==> config.mk <==
export PLATFORM = sky130hd
export DESIGN_NAME = preset_entry_flat
export DESIGN_NICKNAME = d
export VERILOG_FILES = /design/src/rtl/preset_entry_if.sv /design/src/rtl/preset_entry.sv /design/src/flat_wrapper.sv
export SDC_FILE = /design/constraint.sdc
export NUM_CORES = 1
export LEC_CHECK = 0
export ABC_CLOCK_PERIOD_IN_PS = 3400
export BUFFER_PORTS_ARGS = -buffer_cell sky130_fd_sc_hd__buf_2
export CAP_MARGIN = 0
export CORE_ASPECT_RATIO = 0.8
export CORE_MARGIN = 5
export CORE_UTILIZATION = 52
export CTS_CLUSTER_DIAMETER = 80
export DETAILED_ROUTE_END_ITERATION = 10
export PLACE_DENSITY_LB_ADDON = 0.1
export SLEW_MARGIN = 20
export SYNTH_ARGS = -nofsm -noshare
export SYNTH_HDL_FRONTEND = slang
export SYNTH_SLANG_ARGS = --single-unit
==> constraint.sdc <==
create_clock -name clk -period 3.4 [get_ports clk]
set_clock_uncertainty 0.2 [all_clocks]
set_input_delay 0.34 -clock clk [delete_from_list [all_inputs] [get_ports clk]]
set_output_delay 0.34 -clock clk [all_outputs]
set_load 0.01 [all_outputs]
==> src/rtl/preset_entry_if.sv <==
// rtl/preset_entry_if.sv - key, display and preset handshake bundle for preset_entry
interface preset_entry_if;
    logic        key_sel;
    logic        key_inc;
    logic        key_ok;
    logic        preset_ack;
    logic [3:0]  digit0;
    logic [3:0]  digit1;
    logic [3:0]  digit2;
    logic [3:0]  digit3;
    logic [3:0]  blank;
    logic        edit_active;
    logic [19:0] preset_ms;
    logic        preset_valid;

    modport slave (
        input  key_sel, key_inc, key_ok, preset_ack,
        output digit0, digit1, digit2, digit3, blank, edit_active, preset_ms, preset_valid
    );

    modport master (
        output key_sel, key_inc, key_ok, preset_ack,
        input  digit0, digit1, digit2, digit3, blank, edit_active, preset_ms, preset_valid
    );
endinterface

==> src/rtl/preset_entry.sv <==
// rtl/preset_entry.sv - 4-digit BCD countdown preset editor with blinking selection and ms conversion
module preset_entry #(
    parameter int CLK_HZ   = 50_000_000,
    parameter int BLINK_MS = 250
) (
    input  logic           clk,
    input  logic           rst,
    preset_entry_if.slave  pe_if
);
    localparam int BLINK_CYC = CLK_HZ / 1000 * BLINK_MS - 1;
    localparam int CNT_W     = (BLINK_CYC >= 1) ? $clog2(BLINK_CYC + 1) : 1;
    localparam logic [CNT_W-1:0] CNT_MAX = CNT_W'(BLINK_CYC);

    typedef enum logic [1:0] {S_IDLE, S_EDIT, S_CONV, S_OFFER} state_t;

    state_t             state_q, state_d;
    logic [3:0][3:0]    dig_q, dig_d;
    logic [1:0]         sel_q, sel_d;
    logic               phase_q, phase_d;
    logic [CNT_W-1:0]   cnt_q, cnt_d;
    logic [19:0]        acc_q, acc_d;
    logic [2:0]         step_q, step_d;
    logic [19:0]        ms_q, ms_d;
    logic               valid_q, valid_d;
    logic [3:0]         blank_q, blank_d;
    logic               edit_q, edit_d;
    logic               blink_restart;

    function automatic logic [19:0] times10(input logic [19:0] x);
        return (x << 3) + (x << 1);
    endfunction

    always_comb begin
        state_d       = state_q;
        dig_d         = dig_q;
        sel_d         = sel_q;
        acc_d         = acc_q;
        step_d        = step_q;
        ms_d          = ms_q;
        valid_d       = valid_q;
        phase_d       = phase_q;
        cnt_d         = cnt_q;
        blink_restart = 1'b0;

        case (state_q)
            S_IDLE: begin
                if (pe_if.key_sel) begin
                    state_d       = S_EDIT;
                    sel_d         = 2'd3;
                    blink_restart = 1'b1;
                end
            end
            S_EDIT: begin
                if (pe_if.key_ok) begin
                    state_d = S_CONV;
                    acc_d   = 20'd0;
                    step_d  = 3'd0;
                end else if (pe_if.key_sel) begin
                    sel_d         = sel_q - 2'd1;
                    blink_restart = 1'b1;
                end else if (pe_if.key_inc) begin
                    dig_d[sel_q]  = (dig_q[sel_q] == 4'd9) ? 4'd0 : dig_q[sel_q] + 4'd1;
                    blink_restart = 1'b1;
                end
            end
            S_CONV: begin
                // Most significant digit first: four accumulate steps, then a final x10 to ms
                if (step_q == 3'd4) begin
                    ms_d    = times10(acc_q);
                    valid_d = 1'b1;
                    state_d = S_OFFER;
                end else begin
                    acc_d  = times10(acc_q) + {16'd0, dig_q[2'd3 - step_q[1:0]]};
                    step_d = step_q + 3'd1;
                end
            end
            S_OFFER: begin
                if (pe_if.preset_ack) begin
                    valid_d = 1'b0;
                    state_d = S_IDLE;
                end
            end
            default: state_d = S_IDLE;
        endcase

        // Restarting the blink on every accepted edit keeps the selected digit visible
        if (blink_restart || state_d != S_EDIT) begin
            cnt_d   = '0;
            phase_d = 1'b0;
        end else if (cnt_q == CNT_MAX) begin
            cnt_d   = '0;
            phase_d = ~phase_q;
        end else begin
            cnt_d = cnt_q + CNT_W'(1);
        end

        blank_d = (state_d == S_EDIT && phase_d) ? (4'b0001 << sel_d) : 4'b0000;
        edit_d  = (state_d != S_IDLE);
    end

    always_ff @(posedge clk) begin
        if (rst) begin
            state_q <= S_IDLE;
            dig_q   <= '0;
            sel_q   <= 2'd3;
            phase_q <= 1'b0;
            cnt_q   <= '0;
            acc_q   <= 20'd0;
            step_q  <= 3'd0;
            ms_q    <= 20'd0;
            valid_q <= 1'b0;
            blank_q <= 4'b0000;
            edit_q  <= 1'b0;
        end else begin
            state_q <= state_d;
            dig_q   <= dig_d;
            sel_q   <= sel_d;
            phase_q <= phase_d;
            cnt_q   <= cnt_d;
            acc_q   <= acc_d;
            step_q  <= step_d;
            ms_q    <= ms_d;
            valid_q <= valid_d;
            blank_q <= blank_d;
            edit_q  <= edit_d;
        end
    end

    assign pe_if.digit0       = dig_q[0];
    assign pe_if.digit1       = dig_q[1];
    assign pe_if.digit2       = dig_q[2];
    assign pe_if.digit3       = dig_q[3];
    assign pe_if.blank        = blank_q;
    assign pe_if.edit_active  = edit_q;
    assign pe_if.preset_ms    = ms_q;
    assign pe_if.preset_valid = valid_q;
endmodule

==> src/flat_wrapper.sv <==
// flat-port wrapper written by rule: the top's interface ports become plain ports
module preset_entry_flat 
#(
    parameter int CLK_HZ   = 50_000_000,
    parameter int BLINK_MS = 250
)
  (clk, rst, pe_if_key_sel, pe_if_key_inc, pe_if_key_ok, pe_if_preset_ack, pe_if_digit0, pe_if_digit1, pe_if_digit2, pe_if_digit3, pe_if_blank, pe_if_edit_active, pe_if_preset_ms, pe_if_preset_valid);
  preset_entry_if pe_if_i ();
  input  logic clk;
  input  logic rst;
  input wire logic [$bits(pe_if_i.key_sel)-1:0] pe_if_key_sel;
  input wire logic [$bits(pe_if_i.key_inc)-1:0] pe_if_key_inc;
  input wire logic [$bits(pe_if_i.key_ok)-1:0] pe_if_key_ok;
  input wire logic [$bits(pe_if_i.preset_ack)-1:0] pe_if_preset_ack;
  output wire logic [$bits(pe_if_i.digit0)-1:0] pe_if_digit0;
  output wire logic [$bits(pe_if_i.digit1)-1:0] pe_if_digit1;
  output wire logic [$bits(pe_if_i.digit2)-1:0] pe_if_digit2;
  output wire logic [$bits(pe_if_i.digit3)-1:0] pe_if_digit3;
  output wire logic [$bits(pe_if_i.blank)-1:0] pe_if_blank;
  output wire logic [$bits(pe_if_i.edit_active)-1:0] pe_if_edit_active;
  output wire logic [$bits(pe_if_i.preset_ms)-1:0] pe_if_preset_ms;
  output wire logic [$bits(pe_if_i.preset_valid)-1:0] pe_if_preset_valid;
  assign pe_if_i.key_sel = pe_if_key_sel;
  assign pe_if_i.key_inc = pe_if_key_inc;
  assign pe_if_i.key_ok = pe_if_key_ok;
  assign pe_if_i.preset_ack = pe_if_preset_ack;
  assign pe_if_digit0 = pe_if_i.digit0;
  assign pe_if_digit1 = pe_if_i.digit1;
  assign pe_if_digit2 = pe_if_i.digit2;
  assign pe_if_digit3 = pe_if_i.digit3;
  assign pe_if_blank = pe_if_i.blank;
  assign pe_if_edit_active = pe_if_i.edit_active;
  assign pe_if_preset_ms = pe_if_i.preset_ms;
  assign pe_if_preset_valid = pe_if_i.preset_valid;
  preset_entry #(.CLK_HZ(CLK_HZ), .BLINK_MS(BLINK_MS)) u_core (.clk(clk), .rst(rst), .pe_if(pe_if_i));
endmodule
==> impl_metrics.tcl <==
set metrics [dict create \
    worstHoldStart "rst" \
    critPathMaxStageDelay_ps 390 \
    vias 4108 \
    wl_per_cell_um 15.9 \
    slew_headroom_pct 58.2 \
    grt_use_total_pct 20.0 \
    yosysTopAreaCellShare_pct 37.0 \
    syn_avg_cell_area_um2 8.83 \
    gr-total-overflow 0 \
    fin_crit_ps 3230 \
    num_rows 32 \
    fin_nets 640 \
    crit_required_ps 3430 \
    cts_max_level 3 \
    die_h_um 97.5 \
    drc 0 \
    cts_root_buf "clkbuf_16" \
    vias_per_cell 5.64 \
    cp-end-kind "register" \
    critical_path_class "register to register" \
    core_um2 9490 \
    portBuffers 46 \
    hold_viol_final 0 \
    synth-edff-count 0 \
    grt_max_degree 60 \
    dpl.cell_count 712 \
    whs_ps 163 \
    syn_area_um2 4980 \
    fillers 859 \
    path_cells "ha_2 > fa_2 > a21o_2 > a221oi_4 > xnor2_2 > nand4_1 > nor4b_2 > nand4_1 > xor2_1 > a22o_1" \
    max_freq_mhz 310 \
    cts_buffer_depth 2 \
    synth_fp_nets 599 \
    synth_flop_cell "dfxtp_1" \
    cpMostUsedCell "nand4_1" \
    regToRegStartpoint "u_core.acc_q[0]$_SDFFE_PP0P_" \
    fp.dieW_um 119 \
    drt-pass1-iter-count 4 \
    place_hpwl_mm 8.21 \
    grt_pass1_wl_mm 19.3 \
    setup_ws_ps 172 \
    p_leak_nw 2.30 \
    antenna_found_initial 0 \
    ys_types 56 \
    setup_viol 0 \
    syn2layout_area_growth_pct 13.6 \
    slowest_stage "nor4b_2" \
    cts_sinks 92 \
    hold_depth 4 \
    fin_cells 729 \
    design_area_um2 5660 \
    ys_seq_area_share_pct 37.0 \
    post-route-period-util_pct 95.0 \
    async_flop_share_pct 0 \
    postRouteWirelength_mm 11.6 \
    postCtsHoldBufs 0 \
    p_per_area_nw_per_um2 384 \
    ys_warn_count 0 \
    ant_nets 0 \
    clk_pin_slew_worst_paths_ps 60 \
    cts_buffers 9 \
    setup.worst_path.start_class "register" \
    r2r_end "u_core.acc_q[18]$_SDFFE_PP0P_" \
    post-place-ws_ps 102 \
    synth_area_leader_cell "dfxtp_1" \
    cp_max_fo 4 \
    drive_gt1_share_pct 16.6 \
    diodes 0 \
    worst_pin_slew_ps 628 \
    slew_viol_final 0 \
    syn-instance-count 564 \
    yosysMostFrequentCell "dfxtp_1" \
    min_path_type "input port to register" \
    status "completed" \
    cts_tree "done" \
    crit_arrival_ps 3260 \
    synth.area.top_cells "dfxtp_1 (37%), ha_1 (6.8%), nor2_1 (5.3%)" \
    grt_pass1_vias 3972 \
    drtIter0Drc 212 \
    synth_seq_cells 92 \
    r2r_setup_slack_ps 170 \
    hold_end "u_core.pe_if.blank[0]$_SDFF_PP0_" \
    drv_cap 0 \
    io_pins 48 \
    place_area_um2 5320 \
    worst_skew_pair.late_latency_ps 340 \
    synth_commonest_cells "dfxtp_1 (92), nor2_1 (70), nand2_1 (62), a21oi_1 (36), xor2_1 (28)" \
    die-area_um2 11600 \
    r2r_cells 10 \
    vdd_ir_drop_max_mv 0.244 \
    start_util_pct 52.5 \
    gp_congestion 0.853 \
]
cells in the final DEF, fill, tap and decap left out, types with 2 or more instances in the layout:
| cell | Yosys | layout |
|---|---|---|
| and3_1 | 7 | 7 |
| xnor2_1 | 27 | 26 |
| a31oi_1 | 2 | 2 |
| nor2b_1 | 5 | 5 |
| a22oi_1 | 15 | 15 |
| clkinv_2 | 0 | 2 |
| mux2i_1 | 6 | 6 |
| nand4_1 | 6 | 6 |
| a22o_1 | 6 | 6 |
| a21o_1 | 8 | 8 |
| ha_1 | 27 | 26 |
| o21ai_0 | 13 | 13 |
| clkbuf_16 | 0 | 9 |
| nor4b_2 | 1 | 2 |
| nand2_1 | 62 | 62 |
| nand2b_1 | 2 | 2 |
| or3_1 | 4 | 4 |
| dfxtp_1 | 92 | 92 |
| buf_2 | 0 | 46 |
| o211ai_1 | 4 | 4 |
| xor2_1 | 28 | 28 |
| o21bai_1 | 2 | 2 |
| o21a_1 | 2 | 2 |
| nor2_1 | 70 | 70 |
| a211oi_1 | 18 | 18 |
| nand3b_1 | 2 | 2 |
| or2_2 | 3 | 3 |
| a21o_2 | 3 | 3 |
| mux4_2 | 8 | 8 |
| buf_4 | 1 | 12 |
| a21oi_1 | 36 | 36 |
| nand3_1 | 17 | 17 |
| or4_1 | 2 | 2 |
| inv_1 | 15 | 15 |
| and2_1 | 7 | 7 |
| nor3_1 | 13 | 13 |
| clkbuf_1 | 24 | 2 |
through the flow:
step | power, mW | utilization [%] | setup TNS, ps
after detailed placement | 1.20 | 56.0 | 0
after global routing | 2.24 | 59.6 | -49.1
after floorplan | 1.17 | - | 0
after CTS | 2.19 | 59.2 | 0
after global placement | 1.20 | 56.0 | 0
final | 2.17 | 59.6 | 0
kinds of logic after synthesis:
group                      synth area share, %
other                                   0.0753
xor gates and xnor gates                  9.67
and+or+nand+nor                           19.6
muxes                                     5.05
DFF                                       37.0
adders and majority gates                 7.59
buffers and inverters                     3.64
AOI/OAI and AO/OA                         17.4
final cells by class:
class / count / area (um^2) / area share (%)
multi-input combinational: 429 / 3000 / 52.9
sequential: 92 / 1840 / 32.6
timing repair buffer: 58 / 320 / 5.66
clock buffer: 12 / 246 / 4.36
tap: 119 / 149 / 2.63
inverter: 15 / 56.3 / 0.995
clock inverter: 4 / 48.8 / 0.862
power by group:
group          internal (mW)  total [mW]  switching, mW
combinational         0.0262      0.0784         0.0522
clock                  0.589       0.999          0.410
sequential              1.08        1.09         0.0105
total                   1.70        2.17          0.473
worst max-delay path, delay by kind of cell, from the launching register on:
kind / cells / cell delay (ps)
adders and majority gates: 2 / 580
and+or+nand+nor: 3 / 770
DFF: 1 / 340
xor gates and xnor gates: 2 / 410
AOI/OAI and AO/OA: 3 / 840
what timing repair did:
action                                 CTS  global route
setup buffers                            0             1
gates resized for setup                  0             6
endpoints found under the hold margin    0             0
setup endpoints to repair                0             8
per-layer routing:
| metal | up-vias | wire [um] | share of wire [%] | global-route usage, % |
|---|---|---|---|---|
| met5 | - | 0 | 0 | 0 |
| met4 | 0 | 106 | 0.91 | 5.11 |
| met3 | 10 | 510 | 4.4 | 3.90 |
| met2 | 94 | 5310 | 46 | 32.1 |
| met1 | 1942 | 5660 | 49 | 27.8 |
| li1 | 2062 | - | - | - |
worst max-delay path by stage:
stage               depth (start not counted)                    startpoint                             to  slack [ps]
finish                                     10  u_core.acc_q[0]$_SDFFE_PP0P_  u_core.acc_q[18]$_SDFFE_PP0P_         170
detailed placement                         10  u_core.acc_q[0]$_SDFFE_PP0P_  u_core.acc_q[18]$_SDFFE_PP0P_         100
floorplan                                  10  u_core.acc_q[0]$_SDFFE_PP0P_  u_core.acc_q[18]$_SDFFE_PP0P_         310
global placement                           10  u_core.acc_q[0]$_SDFFE_PP0P_  u_core.acc_q[11]$_SDFFE_PP0P_         210
global route                               10  u_core.acc_q[0]$_SDFFE_PP0P_  u_core.acc_q[18]$_SDFFE_PP0P_         -20
CTS                                        11  u_core.acc_q[0]$_SDFFE_PP0P_  u_core.acc_q[17]$_SDFFE_PP0P_          60
sequential cells by signal, summed over array words and instances (netlist names):
register / flops
u_core.pe_if.preset_valid: 1
u_core.pe_if.digit2: 4
u_core.phase_q: 1
u_core.pe_if.blank: 4
u_core.pe_if.edit_active: 1
u_core.pe_if.digit3: 4
u_core.pe_if.preset_ms: 19
u_core.cnt_q: 24
u_core.pe_if.digit0: 4
u_core.pe_if.digit1: 4
u_core.state_q: 2
u_core.acc_q: 19
u_core.step_q: 3
u_core.sel_q: 2
No activity file was read; power rests on OpenSTA's default activity.
